### src/rtl/id_ex_pipe_reg_pkg.sv
// Shared rv32i pipeline types: machine word, register index, packed control word.
package rv32i_types;

  localparam int XLEN      = 32;
  localparam int REG_IDX_W = 5;
  localparam int CTRL_W    = 32;

  typedef logic [XLEN-1:0]      rv32i_word;
  typedef logic [REG_IDX_W-1:0] rv32i_reg;
  typedef logic [CTRL_W-1:0]    rv32i_ctrl_t;

  localparam rv32i_ctrl_t CTRL_NOP = '0;

endpackage

### src/rtl/id_ex_pipe_reg_bypass.sv
// Writeback-to-operand select: substitutes wb_data when MEM/WB writes the indexed register (never x0).
module operand_bypass
  import rv32i_types::*;
(
  input  logic      wb_load,
  input  rv32i_reg  wb_rd,
  input  rv32i_word wb_data,
  input  rv32i_reg  rs,
  input  rv32i_word rs_data,
  output rv32i_word data
);

  logic hit;

  always_comb begin
    hit  = wb_load && (wb_rd != '0) && (wb_rd == rs);
    data = hit ? wb_data : rs_data;
  end

endmodule

### src/rtl/id_ex_pipe_reg.sv
// ID/EX pipeline register: capture, hold on stall, bubble/flush squash, writeback bypass and bubble counter.
module id_ex_pipe_reg
  import rv32i_types::*;
#(
  parameter int CW_WIDTH  = 32,
  parameter int CNT_WIDTH = 32
) (
  input  logic                 clk,
  input  logic                 rst_n,
  input  logic                 stall,
  input  logic                 bubble,
  input  logic                 flush,
  input  logic                 id_valid,
  input  logic [31:0]          id_pc,
  input  logic [4:0]           id_rs1,
  input  logic [4:0]           id_rs2,
  input  logic [4:0]           id_rd,
  input  logic [31:0]          id_rs1_data,
  input  logic [31:0]          id_rs2_data,
  input  logic [31:0]          id_imm,
  input  logic [CW_WIDTH-1:0]  id_ctrl,
  input  logic                 wb_load,
  input  logic [4:0]           wb_rd,
  input  logic [31:0]          wb_data,
  output logic                 ex_valid,
  output logic [31:0]          ex_pc,
  output logic [31:0]          ex_imm,
  output logic [4:0]           ex_rs1,
  output logic [4:0]           ex_rs2,
  output logic [4:0]           ex_rd,
  output logic [31:0]          ex_rs1_data,
  output logic [31:0]          ex_rs2_data,
  output logic [CW_WIDTH-1:0]  ex_ctrl,
  output logic [CNT_WIDTH-1:0] bubble_count
);

  logic                 vld_p0, vld_p1;
  rv32i_word            pc_p0, pc_p1, imm_p0, imm_p1;
  rv32i_reg             rs1_p0, rs1_p1, rs2_p0, rs2_p1, rd_p0, rd_p1;
  rv32i_word            rs1_data_p0, rs1_data_p1, rs2_data_p0, rs2_data_p1;
  logic [CW_WIDTH-1:0]  ctrl_p0, ctrl_p1;
  logic [CNT_WIDTH-1:0] cnt_p0, cnt_p1;

  rv32i_word ld_rs1_data, ld_rs2_data, rf_rs1_data, rf_rs2_data;

  operand_bypass u_ld_rs1 (.wb_load(wb_load), .wb_rd(wb_rd), .wb_data(wb_data),
                           .rs(id_rs1), .rs_data(id_rs1_data), .data(ld_rs1_data));
  operand_bypass u_ld_rs2 (.wb_load(wb_load), .wb_rd(wb_rd), .wb_data(wb_data),
                           .rs(id_rs2), .rs_data(id_rs2_data), .data(ld_rs2_data));
  operand_bypass u_rf_rs1 (.wb_load(wb_load), .wb_rd(wb_rd), .wb_data(wb_data),
                           .rs(rs1_p1), .rs_data(rs1_data_p1), .data(rf_rs1_data));
  operand_bypass u_rf_rs2 (.wb_load(wb_load), .wb_rd(wb_rd), .wb_data(wb_data),
                           .rs(rs2_p1), .rs_data(rs2_data_p1), .data(rf_rs2_data));

  always_comb begin
    vld_p0      = vld_p1;
    pc_p0       = pc_p1;
    imm_p0      = imm_p1;
    rs1_p0      = rs1_p1;
    rs2_p0      = rs2_p1;
    rd_p0       = rd_p1;
    rs1_data_p0 = rs1_data_p1;
    rs2_data_p0 = rs2_data_p1;
    ctrl_p0     = ctrl_p1;
    cnt_p0      = cnt_p1;
    if (stall) begin
      // A held entry still picks up MEM/WB results so it cannot go stale.
      if (vld_p1) begin
        rs1_data_p0 = rf_rs1_data;
        rs2_data_p0 = rf_rs2_data;
      end
    end else if (flush || bubble) begin
      vld_p0      = 1'b0;
      pc_p0       = '0;
      imm_p0      = '0;
      rs1_p0      = '0;
      rs2_p0      = '0;
      rd_p0       = '0;
      rs1_data_p0 = '0;
      rs2_data_p0 = '0;
      ctrl_p0     = CW_WIDTH'(CTRL_NOP);
      if (!flush) cnt_p0 = cnt_p1 + CNT_WIDTH'(1);
    end else begin
      vld_p0      = id_valid;
      pc_p0       = id_pc;
      imm_p0      = id_imm;
      rs1_p0      = id_rs1;
      rs2_p0      = id_rs2;
      rd_p0       = id_rd;
      rs1_data_p0 = ld_rs1_data;
      rs2_data_p0 = ld_rs2_data;
      ctrl_p0     = id_valid ? id_ctrl : CW_WIDTH'(CTRL_NOP);
    end
  end

  // ID -> EX stage boundary
  always_ff @(posedge clk or negedge rst_n) begin
    if (!rst_n) begin
      vld_p1      <= 1'b0;
      pc_p1       <= '0;
      imm_p1      <= '0;
      rs1_p1      <= '0;
      rs2_p1      <= '0;
      rd_p1       <= '0;
      rs1_data_p1 <= '0;
      rs2_data_p1 <= '0;
      ctrl_p1     <= '0;
      cnt_p1      <= '0;
    end else begin
      vld_p1      <= vld_p0;
      pc_p1       <= pc_p0;
      imm_p1      <= imm_p0;
      rs1_p1      <= rs1_p0;
      rs2_p1      <= rs2_p0;
      rd_p1       <= rd_p0;
      rs1_data_p1 <= rs1_data_p0;
      rs2_data_p1 <= rs2_data_p0;
      ctrl_p1     <= ctrl_p0;
      cnt_p1      <= cnt_p0;
    end
  end

  assign ex_valid     = vld_p1;
  assign ex_pc        = pc_p1;
  assign ex_imm       = imm_p1;
  assign ex_rs1       = rs1_p1;
  assign ex_rs2       = rs2_p1;
  assign ex_rd        = rd_p1;
  assign ex_rs1_data  = rs1_data_p1;
  assign ex_rs2_data  = rs2_data_p1;
  assign ex_ctrl      = ctrl_p1;
  assign bubble_count = cnt_p1;

endmodule

### config.mk
export PLATFORM = sky130hd
export DESIGN_NAME = id_ex_pipe_reg
export DESIGN_NICKNAME = d
export VERILOG_FILES = /design/src/rtl/id_ex_pipe_reg_pkg.sv /design/src/rtl/id_ex_pipe_reg_bypass.sv /design/src/rtl/id_ex_pipe_reg.sv
export SDC_FILE = /design/constraint.sdc
export NUM_CORES = 1
export LEC_CHECK = 0
export CORE_AREA = 3 3 166 168
export DETAILED_ROUTE_END_ITERATION = 12
export DIE_AREA = 0 0 169 171
export PLACE_DENSITY = 0.7
export SYNTH_ARGS = -nofsm -noshare
export SYNTH_HDL_FRONTEND = slang
export SYNTH_SLANG_ARGS = --single-unit
### constraint.sdc
create_clock -name clk -period 5.4 [get_ports clk]
set_input_delay 1.35 -clock clk [delete_from_list [all_inputs] [get_ports clk]]
set_output_delay 1.35 -clock clk [all_outputs]
set_load 0.05 [all_outputs]
; ---- Yosys cells after proc, flatten, opt, wreduce, memory -nomap -nowiden
; Cells that the tools add are included.
[classes]
add_sub_neg = 1
eq_ne = 7
muxes = 18
n_bitwise = 2
n_reduce_logical = 10
[ops]
columns = cell, n
row1 = 32-bit 2-to-1 mux, 14
row2 = 32-bit by 1-bit adder with 32-bit output (second input constant), 1
row3 = 5-bit equality test, 4
row4 = 5-bit 2-to-1 mux, 3
row5 = 2-bit by 1-bit inequality test with 1-bit output (second input constant), 3
row6 = 1-bit logical AND, 5
row7 = 5-bit nonzero test, 1
row8 = 2-bit AND reduction, 2
row9 = 3-bit AND reduction, 1
row10 = 1-bit inverter, 2
row11 = 1-bit logical OR, 1
row12 = 1-bit 2-to-1 mux, 1
[word_totals]
regBits = 208
inputBits = 219
output_inout_bits = 208
elab_cells = 48

; ---- Depth between registers and ports, before layout
; Gate-level depths: netlist of run 1.
[depth]
ltp_word = 6
mapped_depth = 7
mapped_depth_nobuf = 5

; ---- Hierarchy
; From an unflattened synthesis of run 1, not the netlist that was laid out.
[unflattened]
hier_cells = 903
area_unflattened_um2 = 10602.7
[by_module_without_submodules]
columns = module, n_inst, cells_per_inst, area_per_inst_um2, seq_area_each_um2
row1 = id_ex_pipe_reg, 1, 723, 8225.4, 5205.0
row2 = operand_bypass, 4, 45, 594.3, 0.0

; ---- Least setup slack after synthesis of run 1
; No wires, ideal clock.
[synth_timing]
path_kind = input port to flip-flop
start = input port wb_rd[3]
end = register rs1_data_p1[10], in the netlist ex_rs1_data[10]
setup_time_ns = 0.123
t_arrival_ns = 2.844
required_time_ns = 5.277
setup_slack_ns = 2.433
path_stages = 7
path_buffers = 2
cell_sequence = buf_2 -> or4_4 -> o21a_4 -> nand2_1 -> o21ai_1 -> buf_2 -> a2bb2oi_2
[synth_via]
elab_chain_len = 6
elab_cells_between_ends = 11
cone_classes = eq/ne: 3 / mux: 3 / reduce/logical: 5
[synth_rtl]
columns = item, line_no
row1 = "start, declared", id_ex_pipe_reg.sv:23  ; input logic [4:0] wb_rd,
row2 = 5-bit nonzero test, id_ex_pipe_reg_bypass.sv:16  ; hit = wb_load && (wb_rd != '0) && (wb_rd == rs);
row3 = 1-bit logical AND (2 in a row), id_ex_pipe_reg_bypass.sv:16
row4 = 32-bit 2-to-1 mux, id_ex_pipe_reg_bypass.sv:17  ; data = hit ? wb_data : rs_data;
row5 = 32-bit 2-to-1 mux, id_ex_pipe_reg.sv:72  ; end else if (flush || bubble) begin
row6 = 32-bit 2-to-1 mux, id_ex_pipe_reg.sv:66  ; if (stall) begin
row7 = "end signal, assigned", id_ex_pipe_reg.sv:116  ; rs1_data_p1 <= rs1_data_p0;
row8 = "end, declared", id_ex_pipe_reg.sv:40  ; rv32i_word rs1_data_p0, rs1_data_p1, rs2_data_p0, rs2_data_p1;
; Several ways; a longest one is shown, not always the timed one.
; A chain may end at the register's enable or synchronous reset.

; ---- Final worst setup path of run 1
[layout_timing]
start = input port wb_rd[3]
end = register rs1_data_p1[30], in the netlist ex_rs1_data[30]
; The elaborated chain is that of the path after synthesis.

==> impl_metrics.env, run 1 <==
export IMPL_netlist_area_leader_share=0.565
export IMPL_finalInstanceArea_um2=14600
export IMPL_ys_warn_count=0
export IMPL_skew_ns=0.00880
export IMPL_syn_instance_count=703
export IMPL_layout_drive_gt1_share=0.133
export IMPL_grt_pass1_wl_um=48800
export IMPL_synthArstFlopShare=1.00
export IMPL_critPathRequiredTime_ns=5.83
export IMPL_r2r_cells=6
export IMPL_crit_path_end="ex_rs1_data[30]"
export IMPL_setup_tns_ns=0
export IMPL_grt_pass1_vias=8001
export IMPL_finalNetCount=1333
export IMPL_worst_setup_path_type="in2reg"
export IMPL_fin_hold_ws_ns=0.484
export IMPL_status="completed"
export IMPL_cts_root_buf="clkbuf_16"
export IMPL_dp_cells=1421
export IMPL_cts_hold_buf=0
export IMPL_avgSynthCellArea_um2=13.1
export IMPL_worstHoldPathType="reg2reg"
export IMPL_gp_congestion=0.828
export IMPL_htreeDepth=1
export IMPL_via_count=7517
export IMPL_synth_largest_area_cell="dfrtp_1"
export IMPL_arrival_ns=3.98
export IMPL_r2r_end="ex_rs1_data[30]"
export IMPL_startpoint_type="primary input"
export IMPL_cellLeakagePower_nw=6.13
export IMPL_first_pass_iters=4
export IMPL_ios=427
export IMPL_r2r_slack_ns=3.22
export IMPL_min_path_cells=1
export IMPL_final_min_clock_period_ns=3.55
export IMPL_crit_path_max_incr_delay_ns=0.57
export IMPL_rsz0062_at_grt="false"
export IMPL_cp_end_kind="flip-flop"
export IMPL_worstMarginPinSlew_ns=1.06
export IMPL_dp_hpwl_um=23700
export IMPL_core_um2=26100
export IMPL_max_freq_mhz=282
export IMPL_die_h_um=171
export IMPL_worstPathCellList="clkdlybuf4s50_1 -> or4_4 -> o21a_4 -> a31oi_4 -> buf_4 -> a21oi_1 -> a2bb2oi_1"
export IMPL_cellPowerDensity_nw_per_um2=321
export IMPL_post_cts_buffers=0
export IMPL_overflow=0
export IMPL_hold_viol_final=0
export IMPL_crit_slowest_cell="or4_4"
export IMPL_setup_viol=0
export IMPL_clock_sinks=208
export IMPL_netlist_area_um2=9220
export IMPL_clockBufferDepth=3
export IMPL_startpoint="wb_rd[3]"
export IMPL_ys_seq_elements=208
export IMPL_drc=0
export IMPL_final_common_cell="clkdlybuf4s50_1"
export IMPL_vias_per_cell=5.12
export IMPL_slew_headroom=0.295
export IMPL_cts_tree="done"
export IMPL_yosys_cell_types_count=42
export IMPL_synthFlopType="dfrtp_1"
export IMPL_final_cells=1469
export IMPL_postRouteAntennaNets=0
export IMPL_final_cell_mix="clkdlybuf4s50_1 (424), dfrtp_1 (208), a22o_1 (111), nand2b_1 (64), a2bb2oi_2 (60)"
export IMPL_drv_cap=0
export IMPL_min_period_over_period=0.657
export IMPL_cts_buffers=25
export IMPL_yosysSeqAreaShare=0.565
export IMPL_cp_max_fo=17
export IMPL_initialDrtViolationCount=414
export IMPL_rr_startpoint="ex_rs1[2]"
export IMPL_syn_num_nets=923
export IMPL_dieArea_um2=28900
export IMPL_start_util=0.354
export IMPL_port_buffers=426
export IMPL_placed_area_um2=13700
export IMPL_die_w_um=169
export IMPL_finalPower_mw=4.70
export IMPL_peakVddDrop_mv=0.196
export IMPL_synth_edff_count=0
export IMPL_grt_max_degree=133
export IMPL_rows=59
export IMPL_antenna_found_initial=4
export IMPL_slew_violations=0
export IMPL_clk_latency_ns=0.52
export IMPL_cts_resized=0
export IMPL_routed_wl_um=32600
export IMPL_track_usage=0.216
export IMPL_syn_to_final_growth_pct=58.8
export IMPL_wl_per_cell_um=22.2
export IMPL_ys_top_cells_by_area="dfrtp_1 (56%), a22o_1 (11%), a2bb2oi_2 (9.8%), nand2b_1 (4.3%), xor2_1 (3.0%)"
export IMPL_clk_pin_slew_ns=0.06
critical path, delay by kind of cell:
| kind | cells | cell delay [ns] |
|---|---|---|
| AND/OR/NAND/NOR | 1 | 0.57 |
| buffers and inverters | 2 | 0.90 |
| AO/OA/AOI/OAI | 4 | 1.14 |
flip-flops by register name, indices dropped and copies added (netlist names):
| register | flops |
|---|---|
| bubble_count | 32 |
| ex_ctrl | 32 |
| ex_imm | 32 |
| ex_pc | 32 |
| ex_rd | 5 |
| ex_rs1 | 5 |
| ex_rs1_data | 32 |
| ex_rs2 | 5 |
| ex_rs2_data | 32 |
| ex_valid | 1 |
synth_stat cells (all sizes together), types with 6 or more instances:
master and count:
dfrtp 208, a22o 111, a21oi 64, a2bb2oi 64, nand2b 64, xor2 32, buf 31, clkbuf 25
xnor2 19, nand2 14, nor2 13, nand3 12, nor3 9, nand4 6
layout make-up:
| cell class | instances | area, µm² |
|---|---|---|
| multi-input cells | 437 | 3730 |
| clock buffers | 28 | 667 |
| fillers | 2201 | 11400 |
| clock inverters | 16 | 221 |
| well taps | 335 | 419 |
| inverters | 2 | 7.51 |
| diodes | 4 | 10.0 |
| repair buffers | 439 | 4380 |
| flip-flops and latches | 208 | 5200 |
metrics by stage:
stage               utilization  worst slack, ns
global placement          0.527             1.45
finish                    0.562             1.85
detailed placement        0.527             1.35
global route              0.562             1.75
floorplan                     -             2.43
CTS                       0.561             1.89
per-layer routing:
metal	global-route usage	vias up	wire length, µm
met3	0.0772	50	3090
met5	0	-	13
li1	-	3421	-
met1	0.262	3722	12500
met4	0.0586	2	855
met2	0.368	322	16100
where the power goes:
part | internal [mW] | switching, mW
clock network | 1.13 | 0.679
registers | 1.67 | 0.0890
logic | 0.476 | 0.659
how the worst min path moves through the flow:
| stage | from | endpoint | slack, ns |
|---|---|---|---|
| 2_1_floorplan | bubble_count[31] | bubble_count[31] | 0.78 |
| 3_3_place_gp | bubble_count[31] | bubble_count[31] | 0.46 |
| 3_5_place_dp | bubble_count[31] | bubble_count[31] | 0.47 |
| 4_1_cts | bubble_count[31] | bubble_count[31] | 0.48 |
| 5_1_grt | bubble_count[25] | bubble_count[25] | 0.50 |
| 6_report | bubble_count[31] | bubble_count[31] | 0.48 |
logic make-up (layout without fill, tap and decap cells):
kind of cell,Yosys count,in the layout,synth area share
AOI/OAI and AO/OA,249,249,0.264
xor gates and xnor gates,51,51,0.0485
adders and majority gates,1,1,0.00136
buffers and inverters,58,485,0.0335
DFF,208,208,0.565
muxes,1,1,0.00122
other,0,4,0
and+or+nand+nor,135,135,0.0868
(Power assumes the default switching activity.)
==> inputs of run 2 (changes only) <==
==> constraint.sdc (replaced) <==
create_clock -name clk -period 3.5 [get_ports clk]
set_input_delay 0.875 -clock clk [delete_from_list [all_inputs] [get_ports clk]]
set_output_delay 0.875 -clock clk [all_outputs]
set_load 0.05 [all_outputs]
==> impl_metrics.env, run 2 (same netlist as run 1, synthesis figures left out) <==
export IMPL_arrival_ns=1.92
export IMPL_worstMarginPinSlew_ns=0.742
export IMPL_path_buf_inv=1
export IMPL_status="completed"
export IMPL_cp_top_family="buffers and inverters"
export IMPL_drv_cap=0
export IMPL_rows=59
export IMPL_overflow=0
export IMPL_worstPathCellList="clkdlybuf4s50_1"
export IMPL_startpoint="ex_valid"
export IMPL_critPathRequiredTime_ns=2.62
export IMPL_rsz0062_at_grt="false"
export IMPL_dieArea_um2=28900
export IMPL_clockBufferDepth=3
export IMPL_start_util=0.354
export IMPL_ios=427
export IMPL_clk_latency_ns=0.52
export IMPL_track_usage=0.217
export IMPL_final_min_clock_period_ns=2.80
export IMPL_min_period_over_period=0.799
export IMPL_worst_setup_path_type="reg2out"
export IMPL_dp_hpwl_um=23900
export IMPL_final_common_cell="clkdlybuf4s50_1"
export IMPL_r2r_cells=6
export IMPL_rr_startpoint="ex_rs1[2]"
export IMPL_startpoint_type="flip-flop"
export IMPL_wl_per_cell_um=22.1
export IMPL_max_freq_mhz=358
export IMPL_cellPowerDensity_nw_per_um2=489
export IMPL_clock_sinks=208
export IMPL_die_h_um=171
export IMPL_r2r_slack_ns=1.53
export IMPL_die_w_um=169
export IMPL_gp_congestion=0.821
export IMPL_skew_ns=0.0131
export IMPL_vias_per_cell=5.10
export IMPL_cts_buffers=24
export IMPL_hold_viol_final=0
export IMPL_clk_pin_slew_ns=0.06
export IMPL_cp_depth=1
export IMPL_initialDrtViolationCount=397
export IMPL_peakVddDrop_mv=0.399
export IMPL_grt_max_degree=76
export IMPL_layout_drive_gt1_share=0.135
export IMPL_crit_slowest_cell="clkdlybuf4s50_1"
export IMPL_worstHoldPathType="in2async"
export IMPL_setup_viol=0
export IMPL_cts_hold_buf=0
export IMPL_crit_path_max_incr_delay_ns=0.90
export IMPL_core_um2=26100
export IMPL_setup_tns_ns=0
export IMPL_first_pass_iters=4
export IMPL_grt_pass1_vias=8149
export IMPL_htreeDepth=1
export IMPL_r2r_end="ex_rs1_data[31]"
export IMPL_final_cell_mix="clkdlybuf4s50_1 (424), dfrtp_1 (208), a22o_1 (111), nand2b_1 (64), a2bb2oi_2 (60)"
export IMPL_syn_to_final_growth_pct=60.5
export IMPL_finalNetCount=1339
export IMPL_cts_resized=0
export IMPL_slew_violations=0
export IMPL_slew_headroom=0.505
export IMPL_cts_tree="done"
export IMPL_fin_hold_ws_ns=0.319
export IMPL_cts_root_buf="clkbuf_16"
export IMPL_via_count=7528
export IMPL_drc=0
export IMPL_postRouteAntennaNets=0
export IMPL_cp_end_kind="output pin"
export IMPL_cp_max_fo=5
export IMPL_post_cts_buffers=0
export IMPL_grt_pass1_wl_um=48800
export IMPL_cellLeakagePower_nw=6.19
export IMPL_port_buffers=426
export IMPL_routed_wl_um=32600
export IMPL_antenna_found_initial=5
export IMPL_crit_path_end="ex_valid"
## run 2: cell type report
class | instances | area, µm²
tap | 335 | 419
clock buffer | 32 | 692
inverter | 2 | 7.51
timing repair buffer | 446 | 4540
antenna | 4 | 10.0
multi-input combinational | 437 | 3730
clock inverter | 11 | 186
fill | 2206 | 11300
sequential | 208 | 5200
## run 2: where the power goes
| part | total (mW) | leakage (nW) | switching [mW] | internal, mW |
|---|---|---|---|---|
| Sequential | 2.71 | 2.71 | 0.138 | 2.57 |
| Combinational | 1.77 | 3.05 | 1.02 | 0.751 |
| Clock | 2.76 | 0.431 | 1.00 | 1.75 |
## run 2: worst min path at each step
stage | startpoint | to | slack [ns] | depth (start not counted)
2_1_floorplan | rst_n | bubble_count[0] | 0.58 | 0
3_3_place_gp | bubble_count[31] | bubble_count[31] | 0.46 | 1
3_5_place_dp | bubble_count[31] | bubble_count[31] | 0.46 | 1
4_1_cts | rst_n | ex_rs1_data[16] | 0.36 | 1
5_1_grt | rst_n | ex_rs2_data[16] | 0.37 | 1
6_report | rst_n | ex_rs2_data[16] | 0.32 | 1
## run 2: metal layers
metal  track usage  share of wire
met5             0        0.00037
met4        0.0769          0.027
met3        0.0670          0.088
met2         0.372           0.50
met1         0.259           0.38
## run 2: metrics by stage
step / total power [mW] / setup slack [ns] / utilization / std cells / instance area, µm²
2_1_floorplan: 3.72 / 1.01 / - / 703 / 9220
3_3_place_gp: 4.52 / 0.466 / 0.534 / 1428 / 13900
3_5_place_dp: 4.53 / 0.417 / 0.534 / 1428 / 13900
4_1_cts: 7.33 / 0.648 / 0.567 / 1471 / 14800
5_1_grt: 7.50 / 0.653 / 0.568 / 1474 / 14800
6_report: 7.24 / 0.703 / 0.568 / 1475 / 14800
